<file path="config.mk">
export PLATFORM = sky130hd
export DESIGN_NAME = tread_joy_mapper
export DESIGN_NICKNAME = d
export VERILOG_FILES = /design/src/rtl/tread_joy_mapper.sv
export SDC_FILE = /design/constraint.sdc
export NUM_CORES = 1
export LEC_CHECK = 0
export BUFFER_PORTS_ARGS = -buffer_cell sky130_fd_sc_hd__buf_2
export CAP_MARGIN = 20
export CORE_UTILIZATION = 60
export CTS_CLUSTER_DIAMETER = 60
export DETAILED_ROUTE_END_ITERATION = 7
export GPL_TIMING_DRIVEN = 0
export PLACE_DENSITY_LB_ADDON = 0.25
export SLEW_MARGIN = 20
export SYNTH_ARGS = -nofsm -noshare
export SYNTH_HDL_FRONTEND = slang
export SYNTH_SLANG_ARGS = --single-unit
</file>
<file path="constraint.sdc">
create_clock -name clk_sys -period 5.35 [get_ports clk_sys]
set_input_delay 1.07 -clock clk_sys [delete_from_list [all_inputs] [get_ports clk_sys]]
set_output_delay 1.07 -clock clk_sys [all_outputs]
set_load 0.01 [all_outputs]
</file>
<file path="src/rtl/tread_joy_mapper.sv">
// tread_joy_mapper: joystick/analog to tank-tread control mapping with
// per-player tick-based debounce and analog hysteresis.

// Per-player channel: mapping, axis hysteresis and debounce.
module tjm_chan #(
  parameter int           DEB_TICKS = 4,
  parameter logic [7:0]   ANA_ON    = 8'd48,
  parameter logic [7:0]   ANA_OFF   = 8'd24
) (
  input  logic        clk_sys,
  input  logic        reset,
  input  logic        clr,
  input  logic        tick,
  input  logic [1:0]  mode,
  input  logic [3:0]  dig,
  input  logic [3:0]  dig2,
  input  logic [15:0] ana,
  output logic [3:0]  tread,
  output logic [3:0]  tread_nx
);
  localparam logic [7:0]        DEB  = 8'(DEB_TICKS);
  localparam logic signed [8:0] ON_P  = $signed({1'b0, ANA_ON});
  localparam logic signed [8:0] ON_N  = -ON_P;
  localparam logic signed [8:0] OFF_P = $signed({1'b0, ANA_OFF});
  localparam logic signed [8:0] OFF_N = -OFF_P;

  // axis state encoding: 00 = 0, 01 = +1, 11 = -1
  localparam logic [1:0] AX_Z = 2'b00, AX_P = 2'b01, AX_N = 2'b11;

  logic [3:0] pend, pend_nx;
  logic [7:0] cnt, cnt_nx;
  logic [1:0] ax, ay, ax_nx, ay_nx;
  logic [1:0] ax_new, ay_new;
  logic [3:0] cand, udlr;

  function automatic logic [3:0] map8(input logic [3:0] d);
    case (d)
      4'b1000: map8 = 4'b1010;
      4'b1010: map8 = 4'b0010;
      4'b1001: map8 = 4'b1000;
      4'b0001: map8 = 4'b1001;
      4'b0101: map8 = 4'b0100;
      4'b0100: map8 = 4'b0101;
      4'b0110: map8 = 4'b0001;
      4'b0010: map8 = 4'b0110;
      default: map8 = 4'b0000;
    endcase
  endfunction

  function automatic logic [1:0] axis_step(input logic [7:0] v, input logic [1:0] st);
    logic signed [8:0] v9;
    v9 = $signed({v[7], v});
    if (v9 >= ON_P)                      axis_step = AX_P;
    else if (v9 <= ON_N)                 axis_step = AX_N;
    else if (v9 < OFF_P && v9 > OFF_N)   axis_step = AX_Z;
    else                                 axis_step = st;
  endfunction

  // candidate code for the current mode, analog using the updated axis state
  always_comb begin
    ax_new = axis_step(ana[7:0], ax);
    ay_new = axis_step(ana[15:8], ay);
    udlr   = {ay_new == AX_N, ay_new == AX_P, ax_new == AX_N, ax_new == AX_P};
    case (mode)
      2'd1:    cand = {dig[3] & ~dig[2], dig[2] & ~dig[3],
                       dig2[3] & ~dig2[2], dig2[2] & ~dig2[3]};
      2'd2:    cand = map8(udlr);
      default: cand = map8(dig);
    endcase
  end

  // next-state: mode change clears everything, otherwise evaluate on tick only
  always_comb begin
    pend_nx  = pend;
    cnt_nx   = cnt;
    ax_nx    = ax;
    ay_nx    = ay;
    tread_nx = tread;
    if (clr) begin
      pend_nx  = '0;
      cnt_nx   = '0;
      ax_nx    = AX_Z;
      ay_nx    = AX_Z;
      tread_nx = '0;
    end else if (tick) begin
      if (mode == 2'd2) begin
        ax_nx = ax_new;
        ay_nx = ay_new;
      end
      if (cand != pend) begin
        pend_nx = cand;
        cnt_nx  = 8'd1;
      end else begin
        cnt_nx  = (cnt >= DEB) ? DEB : cnt + 8'd1;
      end
      if (cnt_nx >= DEB) tread_nx = cand;
    end
  end

  // channel state register
  always_ff @(posedge clk_sys) begin
    if (reset) begin
      pend  <= '0;
      cnt   <= '0;
      ax    <= AX_Z;
      ay    <= AX_Z;
      tread <= '0;
    end else begin
      pend  <= pend_nx;
      cnt   <= cnt_nx;
      ax    <= ax_nx;
      ay    <= ay_nx;
      tread <= tread_nx;
    end
  end
endmodule

module tread_joy_mapper #(
  parameter int         PLAYERS   = 2,
  parameter int         DEB_TICKS = 4,
  parameter logic [7:0] ANA_ON    = 8'd48,
  parameter logic [7:0] ANA_OFF   = 8'd24
) (
  input  logic                    clk_sys,
  input  logic                    reset,
  input  logic [1:0]              mode,
  input  logic                    tick,
  input  logic [4*PLAYERS-1:0]    joy_dig,
  input  logic [4*PLAYERS-1:0]    joy_dig2,
  input  logic [16*PLAYERS-1:0]   joy_ana,
  output logic [4*PLAYERS-1:0]    tread,
  output logic                    changed
);
  logic [1:0] mode_q;
  logic       mode_chg;
  logic [1:0] mode_eff;
  logic [PLAYERS-1:0][3:0]  dig, dig2, tr, tr_nx;
  logic [PLAYERS-1:0][15:0] ana;

  assign mode_chg = (mode != mode_q);
  assign mode_eff = (mode == 2'd3) ? 2'd0 : mode;
  assign dig   = joy_dig;
  assign dig2  = joy_dig2;
  assign ana   = joy_ana;
  assign tread = tr;

  genvar p;
  generate
    for (p = 0; p < PLAYERS; p++) begin : g_ch
      tjm_chan #(.DEB_TICKS(DEB_TICKS), .ANA_ON(ANA_ON), .ANA_OFF(ANA_OFF)) u_ch (
        .clk_sys  (clk_sys),
        .reset    (reset),
        .clr      (mode_chg),
        .tick     (tick),
        .mode     (mode_eff),
        .dig      (dig[p]),
        .dig2     (dig2[p]),
        .ana      (ana[p]),
        .tread    (tr[p]),
        .tread_nx (tr_nx[p])
      );
    end
  endgenerate

  // mode copy and single change pulse covering all channels
  always_ff @(posedge clk_sys) begin
    if (reset) begin
      mode_q  <= mode;
      changed <= 1'b0;
    end else begin
      mode_q  <= mode;
      changed <= (tr_nx != tr);
    end
  end
endmodule

</file>
== Yosys cells after proc, flatten, opt, wreduce, memory -nomap -nowiden ==
Memories as Yosys holds them, arrays and structs flattened.
Index checks and enable logic that the tools add are counted.
Operators by class
  add/subtract/negate cells: 2
  magnitude comparators: 20
  equal/unequal tests: 15
  multiplexer cells: 29
  bitwise gates (word level): 16
  reductions and logical operators: 8
Operators with widths (number)
  $mux 8: 8
  $ge 8x3->1 const B: 4
  $ge 8x7->1 const B: 4
  $gt 8x6->1 const B: 4
  $le 8x7->1 const B: 4
  $lt 8x6->1 const B: 4
  $mux 2: 13
  $mux 4: 6
  $add 8x1->8 const B: 2
  $pmux 4 s2: 2
  $eq 2x2->1 const B: 6
  $eq 2x1->1 const B: 5
  $and 1x1->1: 8
  $ne 4x4->1: 2
  $ne 8x8->1: 1
  $not 1->1: 8
  $reduce_and 2->1: 3
  $logic_and 1x1->1: 4
  $ne 2x2->1: 1
  $reduce_or 2->1: 1
Word-level totals
  register bits: 43
  ROM bits: 256
  input port bits: 53
  output and inout port bits: 9
  logic and storage cells: 106
  memories: 4
Memory list
  (no name shown): words 16, width 4, rd ports 1, clocked after memory_dff 0, write ports 0, RTL line 37  | case (d)
  (no name shown): words 16, width 4, rd ports 1, clocked after memory_dff 0, write ports 0, RTL line 37
  (no name shown): words 16, width 4, rd ports 1, clocked after memory_dff 0, write ports 0, RTL line 37
  (no name shown): words 16, width 4, rd ports 1, clocked after memory_dff 0, write ports 0, RTL line 37

== Longest topological paths before layout ==
Gate-level depths: netlist of the first run.
An unclocked memory read counts as a cell.
  depth in word-level cells: 17
  gate-level depth with buffers: 12
  depth with buffers taken out: 11

== Cells and area by module ==
From an unflattened synthesis of the first run, not the netlist that was laid out.
Second synthesis, totals
  cells, all modules: 425
  area total of the unflattened synthesis: 3462.1 um2
By module, submodules not included
  tjm_chan: times used 2, cells each 203, area an instance 1640.3 um2
  tread_joy_mapper: times used 1, cells each 19, area an instance 181.4 um2

== Worst setup path after synthesis of the first run ==
OpenSTA, ideal clock, no wires.
  path type: input to register
  from: input port joy_ana[31]
  to: register g_ch[1].u_ch.tread[0]
  data arrival time: 3.466 ns
  required time: 5.259 ns
  slack: 1.793 ns
  stages: 10
  path buffers: 1
  cells stage by stage: inv_1 or4_1 a211oi_2 mux2_4 o31ai_4 xnor2_2 and4_1 buf_2 a21oi_1 a311oi_1
Between the ends
  word-level cells in the longest chain between the ends: 16
  elaborated cells on any way between the ends: 20
  those cells by class: 5 x order compare; 3 x eq/ne; 10 x mux; 1 x reduce/logical; 1 x memory
RTL lines
  start: declaration: RTL line 130  | input logic [16*PLAYERS-1:0] joy_ana,
  $lt 8x6->1 / $gt 8x6->1 (equally long branches): RTL line 55  | else if (v9 < OFF_P && v9 > OFF_N) axis_step = AX_Z;
  $logic_and 1x1->1: RTL line 55
  $mux 2: RTL line 55
  $mux 2: RTL line 54  | else if (v9 <= ON_N) axis_step = AX_N;
  $mux 2 (*): RTL line 53  | if (v9 >= ON_P) axis_step = AX_P;
  $eq 2x2->1 / $eq 2x1->1 (equally long branches): RTL line 63  | udlr = {ay_new == AX_N, ay_new == AX_P, ax_new == AX_N, ax_new == AX_P};
  $mem_v2 16x4 (*)
  $pmux 4 s2 (*): RTL line 64  | case (mode)
  $ne 4x4->1: RTL line 90  | if (cand != pend) begin
  $mux 8: RTL line 90
  $mux 8: RTL line 85  | end else if (tick) begin
  $mux 8: RTL line 79  | if (clr) begin
  $ge 8x3->1: RTL line 96  | if (cnt_nx >= DEB) tread_nx = cand;
  $mux 4 (*): RTL line 96
  $mux 4 (*): RTL line 85
  $mux 4 (*): RTL line 79
  end signal: assignment: RTL line 113  | tread <= tread_nx;
  end: declaration: RTL line 18  | output logic [3:0] tread,
Every way passes the cells marked *; elsewhere a longest branch is shown, timed or not. The select of a mux whose other input is x is not followed.
A chain may end at the register's enable or synchronous reset.

== Final worst setup path of the first run ==
Same ends and word-level chain as after synthesis.

==> run_results.csv, run 1 <==
group,metric,value,unit
die,std_cell_rows,25,
run_status,status,"completed",
run,cap_violations,0,
timing,fin_crit,3.69,ns
routing,post_drt_wl_per_cell,15.3,um
logic_synthesis,ys_ff_latch,43,
global_route,antenna_found_initial,0,
clocking,cts_resized,0,
logic_synthesis,syn_nets,436,
critical_path,path_max_fanout,6,
timing,finClkSkew,0.00338,ns
routing,drt.antenna.violating_nets,0,
logic_synthesis,ys_seq_area_frac,0.288,
routing,routed_wl,7780,um
timing,hold_viol_final,0,
timing,slew_violations,0,
die,io_pins,62,
clocking,post_cts.repair.setup_buffers,0,
global_route,grt_pass1_vias,2855,
critical_path,rr_startpoint,"g_ch[1].u_ch.ay[1]$_SDFFE_PP0P_",
critical_path,cp-end-kind,"register",
layout,area_growth,15.6,%
clocking,path_clk_slew,0.08,ns
logic_synthesis,synth_ff_type,"dfxtp_1",
logic_synthesis,yosys-top-cells-area,"dfxtp_1 29%, nor2_1 5.3%, nand2_1 4.1%",
clocking,numCtsBuffers,5,
timing,max-slew-margin-rel,0.480,
logic_synthesis,ys_warn_count,0,
clocking,cts.sinks,43,
global_route,use_met3,0.0456,
critical_path,r2r.worst_path.cells,8,
layout,antenna_cells,0,
global_route,met2_usage,0.568,
timing,fmax,271,MHz
die,core,4750,sq um
timing,fin_tns_setup,0,ns
logic_synthesis,yosysUniqueCellTypes,73,
clocking,cts.htree.levels,2,
min_path,whs_path_depth,1,
critical_path,r2r_setup_slack,2.74,ns
routing,route.detailed.drc,0,
die,die_w,72.6,um
clocking,ctsHoldBuffers,0,
logic_synthesis,yosysTopAreaCell,"dfxtp_1",
logic_synthesis,synthArstFlopShare,0,
critical_path,cp.required,5.56,ns
global_route,overflow,0,
global_route,use_met1,0.375,
logic_synthesis,synth.avg_cell_area,7.94,sq um
min_path,holdPathEnd,"g_ch[0].u_ch.cnt[3]$_SDFFE_PP0P_",
routing,firstDrtPassIters,5,
clocking,root_buffer,"clkbuf_8",
min_path,hold_class,"register to register",
clocking,clock_path_buffers,2,
power_and_ir_drop,power.density,211,nW/um^2
global_route,grt_max_degree,14,
logic_synthesis,syn_area,2990,sq um
power_and_ir_drop,p_leak,1.34,nW
routing,drt_iter0_markers,248,
power_and_ir_drop,peakVddDrop,145,uV
critical_path,critPathKind,"input port to register",
place,gp_congestion,0.914,
logic_synthesis,netlist_top_cells_count,"43 x dfxtp_1, 42 x nor2_1, 33 x nand2_1",
die,start_util,0.630,
global_route,grt-busiest-layer,"met2",
timing,worstMarginPinSlew,0.773,ns
timing,period_share,0.689,
global_route,track_usage,0.310,
timing,setup_viol,0,
die,die_area,5280,sq um
timing,hold-worst-slack,0.468,ns
layout,drive_gt1_frac,0.206,
global_route,grt_pass1_wl,12900,um
min_path,worstHoldStart,"g_ch[0].u_ch.cnt[3]$_SDFFE_PP0P_",
routing,vias,3093,
logic_synthesis,synth_edf_count,0,
logic_synthesis,netlist.area_leader.share,0.288,
die,fp.dieH,72.6,um
critical_path,cp-start-kind,"input port",
layout,final_nets,499,
logic_synthesis,synth_most_common_cell,"dfxtp_1",
routing,viasPerCell,6.09,
timing,rsz0062_at_grt,"false",
place,pre_cts_ws,1.43,ns
critical_path,cp.arrival,3.89,ns
timing,setup_slack,1.66,ns
place,dp_hpwl,5850,um
clocking,cts_tree,"built",
place,port_buffers,56,
critical_path,regToRegEndpoint,"g_ch[1].u_ch.cnt[1]$_SDFFE_PP0P_",
logic_synthesis,synthCells,377,
power_and_ir_drop,power,0.730,mW
clocking,insertion_delay,0.30,ns
sequential cells by signal, indices dropped and copies added, names as in the netlist:
signal           flops
g_ch.u_ch.cnt       16
mode_q               2
g_ch.u_ch.ax         4
g_ch.u_ch.pend       8
g_ch.u_ch.tread      8
changed              1
g_ch.u_ch.ay         4
power by group:
part / total, mW / switching (mW) / internal, mW
Clock: 0.235 / 0.117 / 0.118
Sequential: 0.327 / 0.00344 / 0.324
Combinational: 0.168 / 0.103 / 0.0648
worst max-delay path, cell delays in order:
cell and delay (ns):
buf_2 0.10, inv_1 0.08, or4_1 0.56, a211oi_2 0.48
mux2_4 0.39, o31ai_4 0.37, xnor2_2 0.17, and4_1 0.20
buf_2 0.15, a21oi_1 0.08, a311oi_1 0.24
cell families after synthesis:
| family | Yosys count | share of synthesized area |
|---|---|---|
| simple gates | 163 | 0.281 |
| compound gates | 114 | 0.297 |
| flops | 43 | 0.288 |
| buf+inv | 32 | 0.0422 |
| mux | 11 | 0.0389 |
| xor+xnor | 8 | 0.0284 |
| fa+ha+maj | 6 | 0.0251 |
worst max-delay path by stage:
| stage | start | endpoint | slack [ns] |
|---|---|---|---|
| global route | joy_ana[29] | g_ch[1].u_ch.tread[0]$_SDFF_PP0_ | 1.43 |
| floorplan | joy_ana[31] | g_ch[1].u_ch.tread[0]$_SDFF_PP0_ | 1.79 |
| global placement | joy_ana[29] | g_ch[1].u_ch.tread[0]$_SDFF_PP0_ | 1.46 |
| CTS | joy_ana[29] | g_ch[1].u_ch.tread[0]$_SDFF_PP0_ | 1.68 |
| finish | joy_ana[31] | g_ch[1].u_ch.tread[0]$_SDFF_PP0_ | 1.66 |
| detailed placement | joy_ana[29] | g_ch[1].u_ch.tread[0]$_SDFF_PP0_ | 1.43 |
metal layers:
metal / part of all wire / vias up
li1: - / 1545
met5: 0 / -
met4: 0.013 / 0
met1: 0.43 / 1455
met2: 0.51 / 83
met3: 0.041 / 10
cell type report:
class                   count  area, sq um
multi-input cells         302         2010
fillers                   406         1290
flip-flops and latches     43          861
repair buffers             56          280
clock buffers               7         96.3
well taps                  67         83.8
inverters                  20         75.1
plain buffers              12         51.3
clock inverters             1         7.51
layout by cell type (no fill, tap or decap), types with 6 or more instances in the layout:
| cell | n |
|---|---|
| o21ai_0 | 17 |
| clkbuf_1 | 9 |
| nor3_1 | 16 |
| nand2_1 | 33 |
| nor2_1 | 42 |
| nor4_1 | 10 |
| ha_1 | 6 |
| nand3b_1 | 6 |
| clkbuf_8 | 7 |
| a21oi_1 | 21 |
| dfxtp_1 | 43 |
| buf_2 | 58 |
| inv_1 | 20 |
| a211oi_1 | 8 |
| nand3_1 | 11 |
| and2_1 | 12 |
| mux2i_1 | 9 |
per-stage QoR:
step	std cells	util	area, sq um
floorplan	377	-	2990
global placement	500	0.706	3360
detailed placement	500	0.706	3360
CTS	508	0.728	3460
global route	508	0.728	3460
finish	508	0.728	3460
(Power assumes the default switching activity.)
==> inputs of run 2 (changes only) <==
ABC_AREA = 1   (was default)
CORE_UTILIZATION = 56   (was 60)
clock period = 3.7 ns   (was 5.35 ns; I/O delays follow)
==> run 2 against run 1 <==
Final cell count increased by 29%. Highest routed layer unchanged. Area after synthesis increased by 6.0%. Sequential power increased by 45%. Via count increased by 7.8%. Global-route usage decreased by 5.6 points. Critical path depth increased by 10. Largest power group unchanged. Critical endpoint is now changed$_SDFF_PP0_. Synthesized cell count increased by 38%.
==> run_results.csv, run 2 <==
group,metric,value,unit
power_and_ir_drop,p_int,0.704,mW
critical_path,r2r.worst_path.cells,19,
logic_synthesis,ys_warn_count,0,
routing,drt.antenna.violating_nets,0,
run_status,status,"completed",
global_route,antenna_found_initial,0,
routing,drt_iter0_markers,164,
logic_synthesis,ys_seq_area_frac,0.271,
layout,final_common_cell,"nand2_1",
die,io_pins,62,
power_and_ir_drop,pwr-share-comb,0.272,
layout,largest_reg_flops,16,
critical_path,critPathCapture,"changed$_SDFF_PP0_",
routing,routed_wl,6950,um
timing,fin_crit,2.97,ns
layout,fill_cells,519,
place,placedInstanceArea,3540,sq um
critical_path,cp.arrival,3.15,ns
logic_synthesis,yosysUniqueCellTypes,37,
routing,post_drt_wl_per_cell,10.6,um
clocking,post_cts.repair.setup_buffers,0,
logic_synthesis,syn_nets,580,
timing,worstMarginPinSlew,0.482,ns
critical_path,max_stage_delay,0.26,ns
logic_synthesis,synthMuxAreaShare,0,
logic_synthesis,synth_top_family_by_area,"simple AND/OR/NAND/NOR gates",
global_route,grt_max_degree,16,
layout,final_nets,643,
timing,rsz0062_at_grt,"false",
power_and_ir_drop,pwr-share-clk,0.288,
clocking,cts_resized,0,
power_and_ir_drop,power.density,296,nW/um^2
power_and_ir_drop,switchingPower,0.373,mW
logic_synthesis,yosysTopAreaCell,"dfxtp_1",
logic_synthesis,ys_ff_latch,43,
die,start_util,0.580,
place,port_buffers,56,
logic_synthesis,synth_compound_area_frac,0.135,
layout,drive_gt1_frac,0.214,
critical_path,crit_buf_inv,5,
layout,most-common-layout-cells,"119 x nand2_1, 85 x inv_1, 68 x nor2_1",
layout,area_growth,14.6,%
timing,fin_tns_setup,0,ns
critical_path,crit_path_frequent_cell,"nand2_1",
layout,reg.largest.list,"g_ch.u_ch.cnt: 16 flops, g_ch.u_ch.pend: 8 flops, g_ch.u_ch.tread: 8 flops",
routing,route.detailed.drc,0,
logic_synthesis,netlist_top_cells_count,"119 x nand2_1, 85 x inv_1, 68 x nor2_1",
layout,final_design_area_no_fill,3640,sq um
logic_synthesis,yosys-top-cells-area,"dfxtp_1 27%, nand2_1 14%, inv_1 10%",
global_route,track_usage,0.254,
logic_synthesis,synth_xor_area_frac,0.00552,
place,dp_hpwl,5550,um
layout,antenna_cells,0,
layout,seq_area,861,sq um
global_route,overflow,0,
logic_synthesis,synth_most_common_cell,"nand2_1",
logic_synthesis,synthAdderAreaFrac,0.0236,
place,gp_congestion,0.864,
clocking,cts.sinks,43,
critical_path,path_cells,"buf_2 > inv_1 > ha_1 > buf_2 > clkinv_1 > nor2_1 > a22oi_1 > nand2_1 > nand2_1 > nand2_2 > nand3_4 > nor2_8 > nand3_4 > nand2_1 > nand3_1 > nand2_1 > nand2_1 > inv_2 > nand2_1 > nor2_1 > nor2_1",
logic_synthesis,synthCells,521,
min_path,hold_class,"register to register",
clocking,numCtsBuffers,5,
global_route,grt_pass1_wl,12700,um
timing,slew_violations,0,
critical_path,crit_family,"simple AND/OR/NAND/NOR gates",
die,core,5470,sq um
critical_path,path_max_fanout,9,
critical_path,cp-start-kind,"input port",
logic_synthesis,synthArstFlopShare,0,
routing,firstDrtPassIters,4,
die,die_w,77.3,um
clocking,cts.htree.levels,2,
timing,fmax,337,MHz
clocking,root_buffer,"clkbuf_8",
routing,viasPerCell,5.08,
logic_synthesis,syn_area,3170,sq um
critical_path,critPathKind,"input port to register",
critical_path,r2r_setup_slack,1.43,ns
die,fp.dieH,77.3,um
critical_path,rr_startpoint,"g_ch[0].u_ch.ax[1]$_SDFFE_PP0P_",
critical_path,cp.required,3.88,ns
logic_synthesis,synthSimpleGateAreaFrac,0.437,
layout,multi_input_area,1910,sq um
critical_path,regToRegEndpoint,"changed$_SDFF_PP0_",
clocking,cts_tree,"built",
routing,vias,3335,
timing,finClkSkew,0.00515,ns
power_and_ir_drop,p_leak,1.82,nW
min_path,worstHoldStart,"g_ch[0].u_ch.cnt[3]$_SDFFE_PP0P_",
power_and_ir_drop,seqPwrFrac,0.440,
logic_synthesis,synth_edf_count,0,
logic_synthesis,netlist.area_leader.share,0.271,
clocking,clock_path_buffers,2,
run,cap_violations,0,
timing,period_share,0.803,
layout,top_register,"g_ch.u_ch.cnt",
critical_path,cp-startpoint,"mode[0]",
die,std_cell_rows,27,
logic_synthesis,synth.avg_cell_area,6.09,sq um
critical_path,cp_slowest_cell,"ha_1",
logic_synthesis,synth_ff_type,"dfxtp_1",
critical_path,cp.depth,21,
global_route,grt_pass1_vias,3119,
timing,hold_viol_final,0,
timing,max-slew-margin-rel,0.677,
clocking,ctsHoldBuffers,0,
timing,setup_viol,0,
power_and_ir_drop,peakVddDrop,225,uV
die,die_area,5970,sq um
critical_path,cp-end-kind,"register",
power_and_ir_drop,swShare,0.346,
clocking,path_clk_slew,0.09,ns
clocking,insertion_delay,0.30,ns
==> run 2: cell count changes in the layout (fill, tap and decap cells not counted), sizes merged, moves of 13 or more <==
cell | previous run | this run
nand4 | 4 | 20
nand3 | 11 | 42
inv | 20 | 94
nor3 | 16 | 2
and2 | 13 | 0
nor2 | 42 | 76
nand2 | 33 | 144
==> run 2: cells by family (layout without fill, tap and decap cells) <==
group / Yosys count / after routing
simple gates: 290 / 290
buf+inv: 107 / 171
compound gates: 73 / 73
flops: 43 / 43
fa+ha+maj: 6 / 6
xor+xnor: 2 / 2
==> run 2: cell type report <==
cell class / count / share of cell area
plain buffers: 9 / 0.0103
clock buffers: 5 / 0.0189
repair buffers: 56 / 0.0771
well taps: 72 / 0.0248
clock inverters: 3 / 0.00654
multi-input cells: 371 / 0.525
flip-flops and latches: 43 / 0.237
inverters: 98 / 0.101
==> run 2: how the worst min path moves through the flow <==
| stage | end | depth (start not counted) |
|---|---|---|
| finish | g_ch[0].u_ch.cnt[3]$_SDFFE_PP0P_ | 2 |
| CTS | g_ch[0].u_ch.cnt[3]$_SDFFE_PP0P_ | 2 |
| global route | g_ch[1].u_ch.cnt[3]$_SDFFE_PP0P_ | 2 |
| detailed placement | g_ch[0].u_ch.cnt[3]$_SDFFE_PP0P_ | 2 |
| floorplan | g_ch[0].u_ch.cnt[3]$_SDFFE_PP0P_ | 2 |
| global placement | g_ch[0].u_ch.cnt[3]$_SDFFE_PP0P_ | 2 |
==> run 2: worst register-to-register path, stage by stage (launching register included) <==
cell	delay (ns)
dfxtp_1	0.31
inv_1	0.05
a21oi_1	0.15
a21oi_1	0.12
nand2_1	0.09
nand2_2	0.07
nand3_1	0.06
nand2_1	0.08
nand2_1	0.13
nand2_1	0.06
nand2_1	0.09
nand3_1	0.09
nor2_2	0.27
nand4_1	0.16
nand4_1	0.11
nand2_1	0.05
nor2_1	0.07
nand2_1	0.05
nor2_1	0.09
nor2_1	0.04
==> run 2: metrics by stage <==
stage,utilization,setup WS [ns],power [mW],cells,hold WS (ns)
2_1_floorplan,-,0.965,0.693,521,0.416
3_3_place_gp,0.648,0.467,0.767,649,0.426
3_5_place_dp,0.648,0.449,0.775,649,0.430
4_1_cts,0.665,0.748,1.08,657,0.446
5_1_grt,0.665,0.480,1.14,657,0.460
6_report,0.665,0.730,1.08,657,0.443
==> run 2: per-layer routing <==
metal / vias to the layer above / GRT usage / share of wire / wire, um
met1: 1487 / 0.320 / 0.48 / 3360
met2: 65 / 0.446 / 0.47 / 3260
met3: 7 / 0.0464 / 0.041 / 287
li1: 1776 / - / - / -
met5: - / 0 / 0 / 0
met4: 0 / 0.0566 / 0.0066 / 46
==> run 2: power groups by stage <==
stage          Combinational (mW)  Sequential (mW)  Clock (mW)
2_1_floorplan               0.210            0.484           0
3_3_place_gp                0.282            0.485           0
3_5_place_dp                0.290            0.485           0
4_1_cts                     0.291            0.474       0.318
5_1_grt                     0.331            0.475       0.336
6_report                    0.293            0.474       0.310
==> inputs of run 3 (changes only) <==
CORE_UTILIZATION = 51   (was 56)
clock period = 2.5 ns   (was 3.7 ns; I/O delays follow)
==> run 3 against run 2 <==
Die area is 9.5% higher. Combinational power up 83%. Via count rose by 3.1%. Critical endpoint unchanged.
==> run_results.csv, run 3 (synthesis gave the netlist of run 2 again) <==
group,metric,value,unit
power_and_ir_drop,swShare,0.354,
routing,drt_iter0_markers,153,
global_route,grt_pass1_vias,3008,
timing,fmax,402,MHz
die,core,5960,sq um
layout,final_common_cell,"nand2_1",
timing,fin_crit,2.49,ns
power_and_ir_drop,pwr-share-comb,0.315,
place,dp_hpwl,5790,um
die,std_cell_rows,28,
layout,utilization,0.660,
place,gp_congestion,0.835,
critical_path,cp.arrival,2.67,ns
layout,antenna_cells,0,
routing,firstDrtPassIters,4,
layout,largest_reg_flops,16,
routing,post_drt_wl_per_cell,11.5,um
run_status,status,"completed",
timing,hold-worst-slack,0.362,ns
routing,route.detailed.drc,0,
layout,top_register,"g_ch.u_ch.cnt",
power_and_ir_drop,power.density,433,nW/um^2
layout,most-common-layout-cells,"100 x nand2_1, 81 x inv_1, 61 x nor2_1",
layout,reg.largest.list,"g_ch.u_ch.cnt: 16 flops, g_ch.u_ch.pend: 8 flops, g_ch.u_ch.tread: 8 flops",
clocking,cts.htree.levels,2,
routing,routed_wl,7760,um
place,port_buffers,56,
run,cap_violations,0,
critical_path,cp-start-kind,"input port",
clocking,path_clk_slew,0.09,ns
power_and_ir_drop,power,1.70,mW
power_and_ir_drop,pwr-share-clk,0.273,
die,io_pins,62,
layout,multi_input_area,2050,sq um
timing,period_share,0.995,
die,die_area,6540,sq um
power_and_ir_drop,p_leak,1.93,nW
global_route,overflow,0,
routing,drt.antenna.violating_nets,0,
timing,max-slew-margin-rel,0.674,
clocking,cts.sinks,43,
global_route,track_usage,0.235,
timing,worstMarginPinSlew,0.489,ns
clocking,cts_tree,"built",
timing,setup_viol,0,
clocking,numCtsBuffers,5,
layout,seq_area,861,sq um
layout,fill_cells,542,
die,die_w,80.9,um
power_and_ir_drop,switchingPower,0.602,mW
clocking,clock_path_buffers,2,
layout,area_growth,23.8,%
clocking,root_buffer,"clkbuf_8",
power_and_ir_drop,seqPwrFrac,0.412,
timing,slew_violations,0,
timing,hold_viol_final,0,
timing,rsz0062_at_grt,"true",
critical_path,path_max_fanout,5,
power_and_ir_drop,peakVddDrop,328,uV
critical_path,cp-end-kind,"register",
clocking,insertion_delay,0.30,ns
global_route,grt_pass1_wl,12200,um
global_route,grt_max_degree,16,
critical_path,critPathKind,"input port to register",
die,start_util,0.533,
routing,vias,3440,
critical_path,cp.required,2.69,ns
timing,finClkSkew,0.00585,ns
global_route,antenna_found_initial,0,
routing,viasPerCell,5.09,
layout,final_nets,659,
power_and_ir_drop,p_int,1.10,mW
min_path,hold_class,"input port to register",
layout,drive_gt1_frac,0.303,
die,fp.dieH,80.9,um
==> run 3: cell count changes in the layout (fill, tap and decap cells not counted), moves of 4 or more <==
| cell | delta |
|---|---|
| nor2_4 | +4 |
| inv_1 | -4 |
| buf_4 | +20 |
| nor2_1 | -7 |
| inv_2 | +5 |
| nand2_2 | +18 |
| nand3_2 | +4 |
| buf_2 | -7 |
| nand3_1 | -4 |
| nand2_1 | -19 |
==> run 3: layout make-up <==
cell class,instances,share of cell area
buffer,9,0.0102
clock buffer,5,0.0175
clock inverter,3,0.00605
inverter,98,0.0949
multi-input combinational,371,0.521
sequential,43,0.219
tap,75,0.0239
timing repair buffer,72,0.108
==> run 3: critical path, stage by stage <==
cell and delay (ns):
buf_2 0.13, inv_2 0.05, nand3_1 0.07, nor2_2 0.10, nor2_1 0.05, nand2_1 0.08
nand2_1 0.07, nand2_2 0.12, buf_4 0.13, nand3_1 0.09, nand3_2 0.08, nand2_2 0.07
nand2_2 0.08, nand2_2 0.06, nand2_2 0.08, nand3_4 0.09, nor2_8 0.17, nand3_4 0.12
nand2_1 0.07, nand3_1 0.09, nand2_1 0.08, nand2_1 0.06, inv_2 0.05, nand2_1 0.04
nor2_1 0.08, nor2_1 0.04
==> run 3: final timing paths <==
| check | start | endpoint | slack (ns) | depth (start not counted) |
|---|---|---|---|---|
| setup / recovery | joy_ana[28] | changed$_SDFF_PP0_ | 0.01 | 26 |
| hold / removal | mode[1] | mode_q[1]$_DFF_P_ | 0.36 | 1 |
| setup reg to reg | g_ch[0].u_ch.ax[1]$_SDFFE_PP0P_ | changed$_SDFF_PP0_ | 0.26 | 20 |
| hold reg to reg | g_ch[0].u_ch.cnt[3]$_SDFFE_PP0P_ | g_ch[0].u_ch.cnt[3]$_SDFFE_PP0P_ | 0.44 | 2 |
==> run 3: power groups by stage <==
stage          Combinational, mW  Sequential, mW  Clock (mW)
5_1_grt                    0.591           0.703       0.504
6_report                   0.536           0.702       0.464
2_1_floorplan              0.310           0.716           0
3_5_place_dp               0.432           0.718           0
4_1_cts                    0.448           0.702       0.483
3_3_place_gp               0.419           0.717           0
==> run 3: per-layer routing <==
| metal | vias to the layer above | global-route usage | wire, um | share of wire |
|---|---|---|---|---|
| li1 | 1808 | - | - | - |
| met1 | 1551 | 0.269 | 3420 | 0.44 |
| met2 | 68 | 0.442 | 3880 | 0.50 |
| met3 | 13 | 0.0393 | 327 | 0.042 |
| met4 | 0 | 0.0696 | 123 | 0.016 |
| met5 | - | 0 | 0 | 0 |
==> run 3: what timing repair did <==
item | in CTS | in global routing
endpoints found under the hold margin | 0 | 0
setup buffers | 3 | 13
hold buffers | 0 | 0
endpoints found under the setup margin | 3 | 11
resized for setup | 2 | 55
pin swaps | 4 | 57
==> run 3: per-stage QoR <==
| stage | cell area (sq um) | TNS (ns) | std cells | worst slack [ns] |
|---|---|---|---|---|
| 2_1_floorplan | 3170 | 0 | 521 | 0.00458 |
| 4_1_cts | 3670 | 0 | 663 | 0.00212 |
| 3_3_place_gp | 3550 | -3.62 | 652 | -0.493 |
| 3_5_place_dp | 3550 | -4.80 | 652 | -0.579 |
| 6_report | 3930 | 0 | 676 | 0.0132 |
| 5_1_grt | 3930 | -0.209 | 676 | -0.204 |
